**src/rtl/bp_pkg.sv**
```systemverilog
// Shared branch predictor definitions: 2-bit counter states and saturating update.
package bp_pkg;

  localparam logic [1:0] SN = 2'b00;
  localparam logic [1:0] WN = 2'b01;
  localparam logic [1:0] WT = 2'b10;
  localparam logic [1:0] ST = 2'b11;

  localparam logic [1:0] CNT_RST = WN;

  // Next counter value after one resolved outcome, saturating at SN/ST.
  function automatic logic [1:0] sat_next(input logic [1:0] cnt, input logic taken);
    logic [1:0] nxt;
    if (taken) begin
      nxt = (cnt == ST) ? ST : cnt + 2'd1;
    end else begin
      nxt = (cnt == SN) ? SN : cnt - 2'd1;
    end
    return nxt;
  endfunction

endpackage

```
**src/rtl/sat_counter_2b.sv**
```systemverilog
// One 2-bit saturating pattern-history counter with synchronous reset to WN.
module sat_counter_2b
  import bp_pkg::*;
(
  input  logic       clk_i,
  input  logic       reset_i,
  input  logic       en,
  input  logic       taken,
  output logic [1:0] cnt_o
);

  always_ff @(posedge clk_i) begin
    if (reset_i) begin
      cnt_o <= CNT_RST;
    end else if (en) begin
      cnt_o <= sat_next(cnt_o, taken);
    end
  end

endmodule

```
**src/rtl/branch_pred_table.sv**
```systemverilog
// Pattern history table: 4 context banks of 2-bit counters, combinational lookup,
// execute-stage training. Define BPT_BYPASS_EN to forward same-cycle updates to the lookup.
module branch_pred_table
  import bp_pkg::*;
#(
  parameter int unsigned INDEX_WIDTH = 4
) (
  input  logic        clk_i,
  input  logic        reset_i,
  input  logic [31:0] pc_f_i,
  input  logic [1:0]  local_src_i,
  input  logic [31:0] pc_e_i,
  input  logic [1:0]  local_src_e_i,
  input  logic [1:0]  branch_op_e_i,
  input  logic        stall_e_i,
  input  logic        pc_src_res_e_i,
  output logic        pred_taken_f_o
);

  localparam int unsigned ADDR_W      = INDEX_WIDTH + 2;
  localparam int unsigned NUM_ENTRIES = 1 << ADDR_W;

  logic [ADDR_W-1:0]      rd_addr;
  logic [ADDR_W-1:0]      wr_addr;
  logic                   upd;
  logic [NUM_ENTRIES-1:0] wr_sel;
  logic [1:0]             cnt [NUM_ENTRIES];

  // Context bits form the bank select above the PC word index; no tag, aliasing allowed.
  assign rd_addr = {local_src_i, pc_f_i[INDEX_WIDTH+1:2]};
  assign wr_addr = {local_src_e_i, pc_e_i[INDEX_WIDTH+1:2]};
  assign upd     = branch_op_e_i[0] & ~stall_e_i & ~reset_i;
  assign wr_sel  = upd ? (NUM_ENTRIES'(1) << wr_addr) : '0;

  for (genvar i = 0; i < NUM_ENTRIES; i++) begin : g_cnt
    sat_counter_2b u_cnt (
      .clk_i   (clk_i),
      .reset_i (reset_i),
      .en      (wr_sel[i]),
      .taken   (pc_src_res_e_i),
      .cnt_o   (cnt[i])
    );
  end

`ifdef BPT_BYPASS_EN
  logic [1:0] rd_cnt;

  // Forward the counter being trained this cycle when lookup hits the same entry.
  always_comb begin
    rd_cnt = cnt[rd_addr];
    if (upd && (rd_addr == wr_addr)) begin
      rd_cnt = sat_next(cnt[wr_addr], pc_src_res_e_i);
    end
  end

  assign pred_taken_f_o = rd_cnt[1];
`else
  assign pred_taken_f_o = cnt[rd_addr][1];
`endif

  logic unused_bits;
  assign unused_bits = ^{pc_f_i[31:INDEX_WIDTH+2], pc_f_i[1:0],
                         pc_e_i[31:INDEX_WIDTH+2], pc_e_i[1:0], branch_op_e_i[1]};

endmodule
```
**config.mk**
```make
export PLATFORM = sky130hd
export DESIGN_NAME = branch_pred_table
export DESIGN_NICKNAME = d
export VERILOG_FILES = /design/src/rtl/bp_pkg.sv /design/src/rtl/sat_counter_2b.sv /design/src/rtl/branch_pred_table.sv
export SDC_FILE = /design/constraint.sdc
export NUM_CORES = 1
export LEC_CHECK = 0
export ABC_AREA = 1
export ABC_CLOCK_PERIOD_IN_PS = 2300
export CORE_AREA = 2 2 114 116
export CTS_CLUSTER_SIZE = 14
export DETAILED_ROUTE_END_ITERATION = 16
export DIE_AREA = 0 0 116 118
export PLACE_DENSITY = 0.79
export SYNTH_ARGS = -nofsm -noshare
export SYNTH_HDL_FRONTEND = slang
export SYNTH_SLANG_ARGS = --single-unit
```
**constraint.sdc**
```tcl
create_clock -name clk_i -period 2.3 [get_ports clk_i]
set_input_delay 0.46 -clock clk_i [delete_from_list [all_inputs] [get_ports clk_i]]
set_output_delay 0.46 -clock clk_i [all_outputs]
set_load 0.005 [all_outputs]
```
## After elaboration in Yosys (flattened, before gate mapping)

Cells that the tools add are included.

- $add $sub $neg: 128
- Muxes and demuxes: 196
- Bitwise logic cells: 5
- Reduce and logical (&&, ||, !) cells: 64
- Equal/unequal tests: 64
- Shift-type cells: 1
- Magnitude comparators: 1

Operators by type and width:

| operator | count |
|---|---|
| 2-to-1 mux 2 bit | 194 |
| adder 2 x 1 -> 2 bit (second input constant) | 64 |
| == test 2 bit (second input constant) | 64 |
| logical NOT 2 bit | 64 |
| subtractor 2 x 1 -> 2 bit (second input constant) | 64 |
| 2-to-1 mux 64 bit | 1 |
| left shift 1 x 6 -> 64 bit (first input constant) | 1 |
| binary-select mux 2 bit (select 6 bit) | 1 |
| greater-or-equal comparator 7 bit (second input constant) | 1 |
| inverter 6 -> 7 bit | 1 |
| bitwise AND 1 bit | 2 |
| inverter 1 bit | 2 |

- Output and inout bits: 1
- Register bits: 128
- Input bits: 74
- Logic and storage cells: 523

## Logic depth before layout (Yosys ltp)

Gate-level depths: netlist of run 1.

- Depth in word-level cells: 4
- Gate-level depth with buffers: 11
- Depth with buffers taken out: 9

## Modules after synthesis

A second synthesis of run 1 with hierarchy kept.

- Cell total of the unflattened synthesis: 1364
- Area total of the unflattened synthesis: 8051.5 um^2

By module, submodules not included:

| module | cells an instance | area each (um^2) | seq. area each (um^2) | times used |
|---|---|---|---|---|
| sat_counter_2b | 17 | 106.4 | 40.0 | 64 |
| branch_pred_table | 276 | 1244.9 | 0.0 | 1 |

## Least setup slack after synthesis of run 1

Ideal clock, no wire load.

- Kind: input to output
- Start point: input port pc_f_i[2]
- End point: output port pred_taken_f_o
- Stages: 11
- Data required time: 1.840 ns
- Buffers on the path: 2
- Arrival: 1.473 ns
- Path slack: 0.367 ns
- Path through: clkbuf_1 -> inv_1 -> clkbuf_1 -> nand2_1 -> nand3_1 -> nand3_1 -> nand2_1 -> nand2_1 -> nand3_1 -> nand3_1 -> nand2_1

- Longest elaborated chain between the ends: 4

RTL lines:

| element | RTL line | source |
|---|---|---|
| from (decl) | branch_pred_table.sv:10 | `input logic [31:0] pc_f_i,` |
| inverter 6 -> 7 bit (not written as such) | branch_pred_table.sv:58 | `assign pred_taken_f_o = cnt[rd_addr][1];` |
| binary-select mux 2 bit (select 6 bit) | branch_pred_table.sv:58 |  |
| 2-to-1 mux 2 bit (not written as such) (2 in a row) | branch_pred_table.sv:58 |  |
| to (decl) | branch_pred_table.sv:17 | `output logic pred_taken_f_o` |

No other way between the ends. The select of a mux whose other input is x is not followed.

## Final worst setup path of run 1

- Start point: input port pc_f_i[3]
- End point: output port pred_taken_f_o

Same word-level chain as after synthesis.

==> results.sh, run 1 <==
export IMPL_synth_nets=1130
export IMPL_place_inst=1212
export IMPL_drv_cap=0
export IMPL_r2r_end="g_cnt[27].u_cnt.cnt_o[1]"
export IMPL_root_buffer="clkbuf_16"
export IMPL_synth_edf_count=0
export IMPL_cp_depth=11
export IMPL_path_clk_slew_ps=50
export IMPL_power_switching_mw=1.213
export IMPL_worst_pin_slew_ps=539.1
export IMPL_synth_most_common_cell="nand2_1"
export IMPL_post_route_cells_drive_above_1_share=0.08683
export IMPL_antenna_found_initial=0
export IMPL_p_int_mw=3.816
export IMPL_synth_top_area_frac=0.3697
export IMPL_cp_max_fo=16
export IMPL_synth_flop_cell="dfxtp_1"
export IMPL_clk_latency_ps=430
export IMPL_skew_ps=6.074
export IMPL_wirelength_um=18490
export IMPL_hold_path_class="input pin to flop"
export IMPL_reg2reg_depth=3
export IMPL_dieArea_sq_um=13690
export IMPL_hold_violations=0
export IMPL_cpMostUsedCell="nand3_1"
export IMPL_fin_util=0.6384
export IMPL_fillCellCount=1130
export IMPL_yosys_top_cells_count="nand2_1 (228), dfxtp_1 (128), o21ai_0 (121)"
export IMPL_num_vias=7179
export IMPL_ys_top_cells_by_area="dfxtp_1 (37%), nand2_1 (12%), o21ai_0 (8.7%), a21oi_1 (7.6%), nand3_1 (6.1%)"
export IMPL_worst_setup_path_type="input pin to output port"
export IMPL_clock_power_share=0.478
export IMPL_comb_power_share=0.079
export IMPL_cp_arrival_ps=1620
export IMPL_pwr_share_seq=0.443
export IMPL_p_per_area_nw_per_um2=634.6
export IMPL_htree_levels=4
export IMPL_start_kind="input pin"
export IMPL_final_antenna_net_count=0
export IMPL_hold_ws_ps=426.7
export IMPL_netlist_area_sq_um=6930
export IMPL_max_slew_margin=0.6406
export IMPL_dp_hpwl_um=12280
export IMPL_peakVddDrop_uv=449.7
export IMPL_ys_ff_latch=128
export IMPL_numCtsBuffers=17
export IMPL_area_growth_pct=14.35
export IMPL_nets=1135
export IMPL_gp_congestion=0.9954
export IMPL_drtPass1Iterations=6
export IMPL_path_cells="clkdlybuf4s15_2, clkinvlp_4, buf_12, nand3_1, nand3_1, nand2_1, nand2_1, nand3_1, nand3_1, nand2_1, clkbuf_2"
export IMPL_antennaDiodeCount=0
export IMPL_die_w_um=116
export IMPL_clock_path_buffers=2
export IMPL_met1_usage=0.3831
export IMPL_ys_warn_count=0
export IMPL_via_per_inst=5.776
export IMPL_report_final_slew_viol_count=0
export IMPL_p_total_mw=5.029
export IMPL_final_cell_count_no_fill=1243
export IMPL_cp_top_family="buffers and inverters"
export IMPL_met3_usage=0.05664
export IMPL_grt_use_met2=0.4474
export IMPL_initial_core_util=0.5583
export IMPL_end_kind="output port"
export IMPL_reg_top3="g_cnt.u_cnt.cnt_o: 128 flops"
export IMPL_synth_area_leader_cell="dfxtp_1"
export IMPL_io_buffers=17
export IMPL_p_leak_nw=3.296
export IMPL_worstPathRequired_ps=1840
export IMPL_sw_frac_of_total=0.2413
export IMPL_rsz0062_at_grt="false"
export IMPL_die_h_um=118
export IMPL_timing_final_crit_share=0.9026
export IMPL_hold_buffers=0
export IMPL_grt_pass1_vias=6447
export IMPL_drc=0
export IMPL_synth_avg_cell_area_sq_um=6.563
export IMPL_ys_seq_area_frac=0.3697
export IMPL_setup_viol=0
export IMPL_slowest_stage="clkdlybuf4s15_2"
export IMPL_async_flop_share=0
export IMPL_grt_busiest_layer="met2"
export IMPL_fmax_ghz=0.4817
export IMPL_grt_max_degree=49
export IMPL_grt_overflow=0
export IMPL_cts_tree="done"
export IMPL_largest_register_ffs=128
export IMPL_grt_pass1_wl_um=31150
export IMPL_cp_startpoint="pc_f_i[3]"
export IMPL_cp_endpoint="pred_taken_f_o"
export IMPL_grt_usage=0.2848
export IMPL_crit_buf_inv=4
export IMPL_slowest_delay_ps=230
export IMPL_wire_per_inst_um=14.87
export IMPL_ios=75
export IMPL_rr_startpoint="g_cnt[27].u_cnt.cnt_o[1]"
export IMPL_status="finished, final reports clean"
export IMPL_top_register="g_cnt.u_cnt.cnt_o"
export IMPL_rows=41
export IMPL_core_sq_um=12410
export IMPL_initialDrtViolationCount=833
export IMPL_period_needed_ps=2076
export IMPL_netlist_instances=1056
export IMPL_yosys_cell_types_count=29
export IMPL_ff2ff_setup_slack_ps=1320
export IMPL_cts_sinks=128
==> per-layer routing <==
metal	wire, um	vias to the layer above
met5	0	-
met4	526	0
met3	1287	45
met2	8480	258
met1	8191	3260
li1	-	3616
==> layout by cell type, fill, tap and decap left out, types with 2 or more instances in the layout <==
cell             netlist  final
nor2_1               112    112
nor3_1                33     33
nor2_2                 9      9
a211oi_1              16     16
nor2_4                 2      2
clkdlybuf4s50_1        0     11
clkinvlp_4             0      3
dfxtp_1              128    123
o211ai_1              31     31
clkbuf_16              0     17
inv_1                 66     62
buf_6                  1      3
dfxtp_2                0      5
o21ai_1                6      6
nand2_1              228    228
buf_4                  2     19
nor3b_1                6      6
o21bai_1               7      7
nor3_2                 4      4
clkinv_2               0      4
nand3b_1               6      6
clkbuf_1              38      2
buf_12                 0      8
clkbuf_8               0      4
a21oi_1              105    105
inv_2                  5      8
nand4_1               16     16
nand3_1               84     84
maj3_1                 6      6
o21ai_0              121    121
==> logic make-up after synthesis <==
logic type	after synthesis	synth area share
adders and majority gates	6	0.008666
AOI/OAI and AO/OA	287	0.2275
and+or+nand+nor	503	0.3174
buffers and inverters	132	0.07673
DFF	128	0.3697
==> tightest hold or removal path, delay by kind of cell <==
kind / cells / cell delay, ps
buffers and inverters: 2 / 170
and+or+nand+nor: 3 / 180
==> power by group through the flow <==
stage	logic (mW)	clock network, mW	registers [mW]
3_3_place_gp	0.372	0	2.27
3_5_place_dp	0.376	0	2.27
4_1_cts	0.389	2.43	2.23
5_1_grt	0.431	2.53	2.23
6_report	0.396	2.41	2.23
2_1_floorplan	0.240	0	2.27
==> stage by stage <==
stage	cell area [sq um]	setup slack (ps)	TNS (ps)
floorplan	6930	366.7	0
global placement	7341	-533.4	-533.4
detailed placement	7341	-539.6	-539.6
CTS	7923	94.98	0
global route	7925	96.98	0
finish	7925	224.1	0
==> timing repair <==
| action | in CTS | in global routing |
|---|---|---|
| gates resized for setup | 20 | 4 |
| endpoints found under the setup margin | 1 | 1 |
| gates cloned | 1 | 0 |
| buffers inserted | 1 | 0 |
| pin swaps | 0 | 0 |
==> area by class of cell <==
| type | instances | area (sq um) | share of cell area |
|---|---|---|---|
| multi-input combinational | 796 | 3836 | 0.4841 |
| sequential | 128 | 2569 | 0.3241 |
| timing repair buffer | 47 | 511.7 | 0.06457 |
| clock buffer | 23 | 488.0 | 0.06157 |
| inverter | 71 | 270.3 | 0.03410 |
| tap | 172 | 215.2 | 0.02715 |
| clock inverter | 6 | 35.03 | 0.004421 |
==> how the worst min path moves through the flow <==
stage | startpoint | end | slack, ps | cells after the start
4_1_cts | reset_i | g_cnt[13].u_cnt.cnt_o[1] | 430 | 5
3_3_place_gp | g_cnt[46].u_cnt.cnt_o[0] | g_cnt[46].u_cnt.cnt_o[0] | 470 | 2
3_5_place_dp | g_cnt[23].u_cnt.cnt_o[1] | g_cnt[23].u_cnt.cnt_o[1] | 470 | 2
5_1_grt | reset_i | g_cnt[13].u_cnt.cnt_o[1] | 450 | 5
2_1_floorplan | g_cnt[23].u_cnt.cnt_o[1] | g_cnt[23].u_cnt.cnt_o[1] | 450 | 2
6_report | reset_i | g_cnt[13].u_cnt.cnt_o[1] | 430 | 5
(Power assumes the default switching activity.)
==> inputs of run 2 (changes only) <==
--- a/config.mk
+++ b/config.mk
@@ -7,11 +7,11 @@
 export LEC_CHECK = 0
 export ABC_AREA = 1
 export ABC_CLOCK_PERIOD_IN_PS = 2300
-export CORE_AREA = 2 2 114 116
+export CORE_AREA = 2 2 135 137
 export CTS_CLUSTER_SIZE = 14
 export DETAILED_ROUTE_END_ITERATION = 16
-export DIE_AREA = 0 0 116 118
-export PLACE_DENSITY = 0.79
+export DIE_AREA = 0 0 137 139
+export REMOVE_ABC_BUFFERS = 1
 export SYNTH_ARGS = -nofsm -noshare
 export SYNTH_HDL_FRONTEND = slang
 export SYNTH_SLANG_ARGS = --single-unit
==> run 2 against run 1 <==
  * Count of clock-buffer cells in the layout unchanged
  * First-iteration DRC count down 21%
  * Sequential cell count unchanged
  * Sequential share of layout area down 0.84 points
  * Combinational power up 2%
  * Worst setup slack worse by 120 ps
  * Largest cell class unchanged
  * Largest power group unchanged
==> results.sh, run 2 (synthesized netlist as in run 1, its figures left out) <==
export IMPL_status="finished, final reports clean"
export IMPL_end_kind="output port"
export IMPL_hold_path_class="input pin to flop"
export IMPL_rsz0062_at_grt="false"
export IMPL_p_leak_nw=3.424
export IMPL_rr_startpoint="g_cnt[34].u_cnt.cnt_o[1]"
export IMPL_p_per_area_nw_per_um2=697.4
export IMPL_ios=75
export IMPL_met1_usage=0.2935
export IMPL_die_h_um=139
export IMPL_grt_usage=0.2073
export IMPL_grt_use_met2=0.3069
export IMPL_p_int_mw=4.448
export IMPL_fmax_ghz=0.4556
export IMPL_met3_usage=0.04313
export IMPL_numCtsBuffers=17
export IMPL_setup_viol=0
export IMPL_setup_tns_final_ps=0
export IMPL_core_sq_um=17660
export IMPL_max_slew_margin=0.6844
export IMPL_largest_register_ffs=128
export IMPL_wirelength_um=18970
export IMPL_report_final_slew_viol_count=0
export IMPL_drc=0
export IMPL_pwr_share_seq=0.388
export IMPL_nets=1148
export IMPL_wire_per_inst_um=14.41
export IMPL_layout_common_cells="nand2_1 (226), o21ai_0 (121), nor2_1 (112)"
export IMPL_grt_max_degree=68
export IMPL_drv_cap=0
export IMPL_post_route_cells_drive_above_1_share=0.1196
export IMPL_final_antenna_net_count=0
export IMPL_cp_arrival_ps=1740
export IMPL_whs_path_depth=3
export IMPL_final_common_cell="nand2_1"
export IMPL_worstPathRequired_ps=1840
export IMPL_antenna_found_initial=0
export IMPL_hp_start="pc_src_res_e_i"
export IMPL_drtPass1Iterations=5
export IMPL_period_needed_ps=2195
export IMPL_cts_sinks=128
export IMPL_reg_top3="g_cnt.u_cnt.cnt_o: 128 flops"
export IMPL_num_vias=6924
export IMPL_clock_path_buffers=2
export IMPL_hold_buffers=0
export IMPL_whs_endpoint="g_cnt[39].u_cnt.cnt_o[1]"
export IMPL_die_w_um=137
export IMPL_clk_latency_ps=430
export IMPL_initial_core_util=0.3925
export IMPL_via_per_inst=5.261
export IMPL_cts_tree="done"
export IMPL_place_ws_ps=-601.1
export IMPL_fin_util=0.4656
export IMPL_hold_violations=0
export IMPL_power_switching_mw=1.285
export IMPL_grt_overflow=0
export IMPL_r2r_end="g_cnt[34].u_cnt.cnt_o[0]"
export IMPL_io_buffers=17
export IMPL_sw_frac_of_total=0.2242
export IMPL_grt_pass1_wl_um=31150
export IMPL_ff2ff_setup_slack_ps=1350
export IMPL_path_clk_slew_ps=60
export IMPL_initialDrtViolationCount=654
export IMPL_placed_area_sq_um=7470
export IMPL_skew_ps=5.809
export IMPL_grt_busiest_layer="met2"
export IMPL_rows=49
export IMPL_grt_pass1_vias=6034
export IMPL_gp_congestion=0.9193
export IMPL_comb_power_share=0.070
export IMPL_worst_setup_path_type="input pin to output port"
export IMPL_worst_slack_ps=105.0
export IMPL_reg2reg_depth=4
export IMPL_worst_pin_slew_ps=473.5
export IMPL_cp_max_fo=14
export IMPL_dp_hpwl_um=13160
export IMPL_clock_power_share=0.542
export IMPL_dieArea_sq_um=19040
export IMPL_fin_area_sq_um=8220
export IMPL_area_growth_pct=18.61
export IMPL_top_register="g_cnt.u_cnt.cnt_o"
export IMPL_timing_final_crit_share=0.9544
export IMPL_htree_levels=4
export IMPL_peakVddDrop_uv=506.7
export IMPL_fillCellCount=1750
export IMPL_start_kind="input pin"
export IMPL_antennaDiodeCount=0
export IMPL_root_buffer="clkbuf_16"
==> run 2: changes by cell type in the layout (fill, tap and decap cells not counted), moves of 5 or more <==
cell,before,now
dfxtp_1,123,104
dfxtp_2,5,23
buf_4,19,33
buf_12,8,3
buf_6,3,8
bufinv_16,0,5
==> run 2: stage by stage <==
step                      instances  hold WS [ps]  power [mW]
after global placement         1283         475.2       2.667
after global routing           1316         450.6       5.908
after detailed placement       1283         472.4       2.667
after floorplan                 995         447.6       2.424
after CTS                      1316         423.6       5.782
final                          1316         435.9       5.733
==> run 2: how the worst max path moves through the flow <==
stage	slack, ps	startpoint	endpoint
after global placement	-580	pc_f_i[2]	pred_taken_f_o
after global routing	20	g_cnt[25].u_cnt.cnt_o[1]	pred_taken_f_o
after CTS	100	pc_f_i[3]	pred_taken_f_o
final	100	pc_f_i[3]	pred_taken_f_o
after detailed placement	-600	pc_f_i[2]	pred_taken_f_o
after floorplan	180	reset_i	g_cnt[21].u_cnt.cnt_o[1]
==> run 2: metal layers <==
metal | vias up | wire length [um]
li1 | 3656 | -
met4 | 0 | 428
met2 | 151 | 8135
met3 | 36 | 868
met5 | - | 0
met1 | 3081 | 9534
==> run 2: critical path: stages <==
cell	delay, ps
clkdlybuf4s15_2	210
inv_1	80
buf_6	170
nand3_1	100
nand3_1	100
nand2_1	50
nand2_1	50
nand3_1	80
nand3_1	110
nand2_2	70
dlygate4sd2_1	260
==> run 2: final cells by class <==
class                           count  area [sq um]  area share
Clock buffer                       23         508.0     0.06180
Clock inverter                      9         175.2     0.02131
Inverter                           71         269.0     0.03272
Multi-Input combinational cell    796          3841      0.4673
Sequential cell                   128          2595      0.3157
Tap cell                          229         286.5     0.03486
Timing Repair Buffer               60         545.5     0.06636
==> run 2: repair_timing <==
| item | CTS | global route |
|---|---|---|
| setup endpoints to repair | 1 | 0 |
| gates resized for setup | 49 | 0 |
| buffers inserted | 0 | 0 |
==> run 2: power groups by stage <==
| stage | combinational [mW] | clock (mW) | sequential [mW] |
|---|---|---|---|
| after global placement | 0.393 | 0 | 2.27 |
| final | 0.403 | 3.11 | 2.23 |
| after CTS | 0.400 | 3.16 | 2.22 |
| after global routing | 0.442 | 3.24 | 2.22 |
| after detailed placement | 0.393 | 0 | 2.27 |
| after floorplan | 0.151 | 0 | 2.27 |
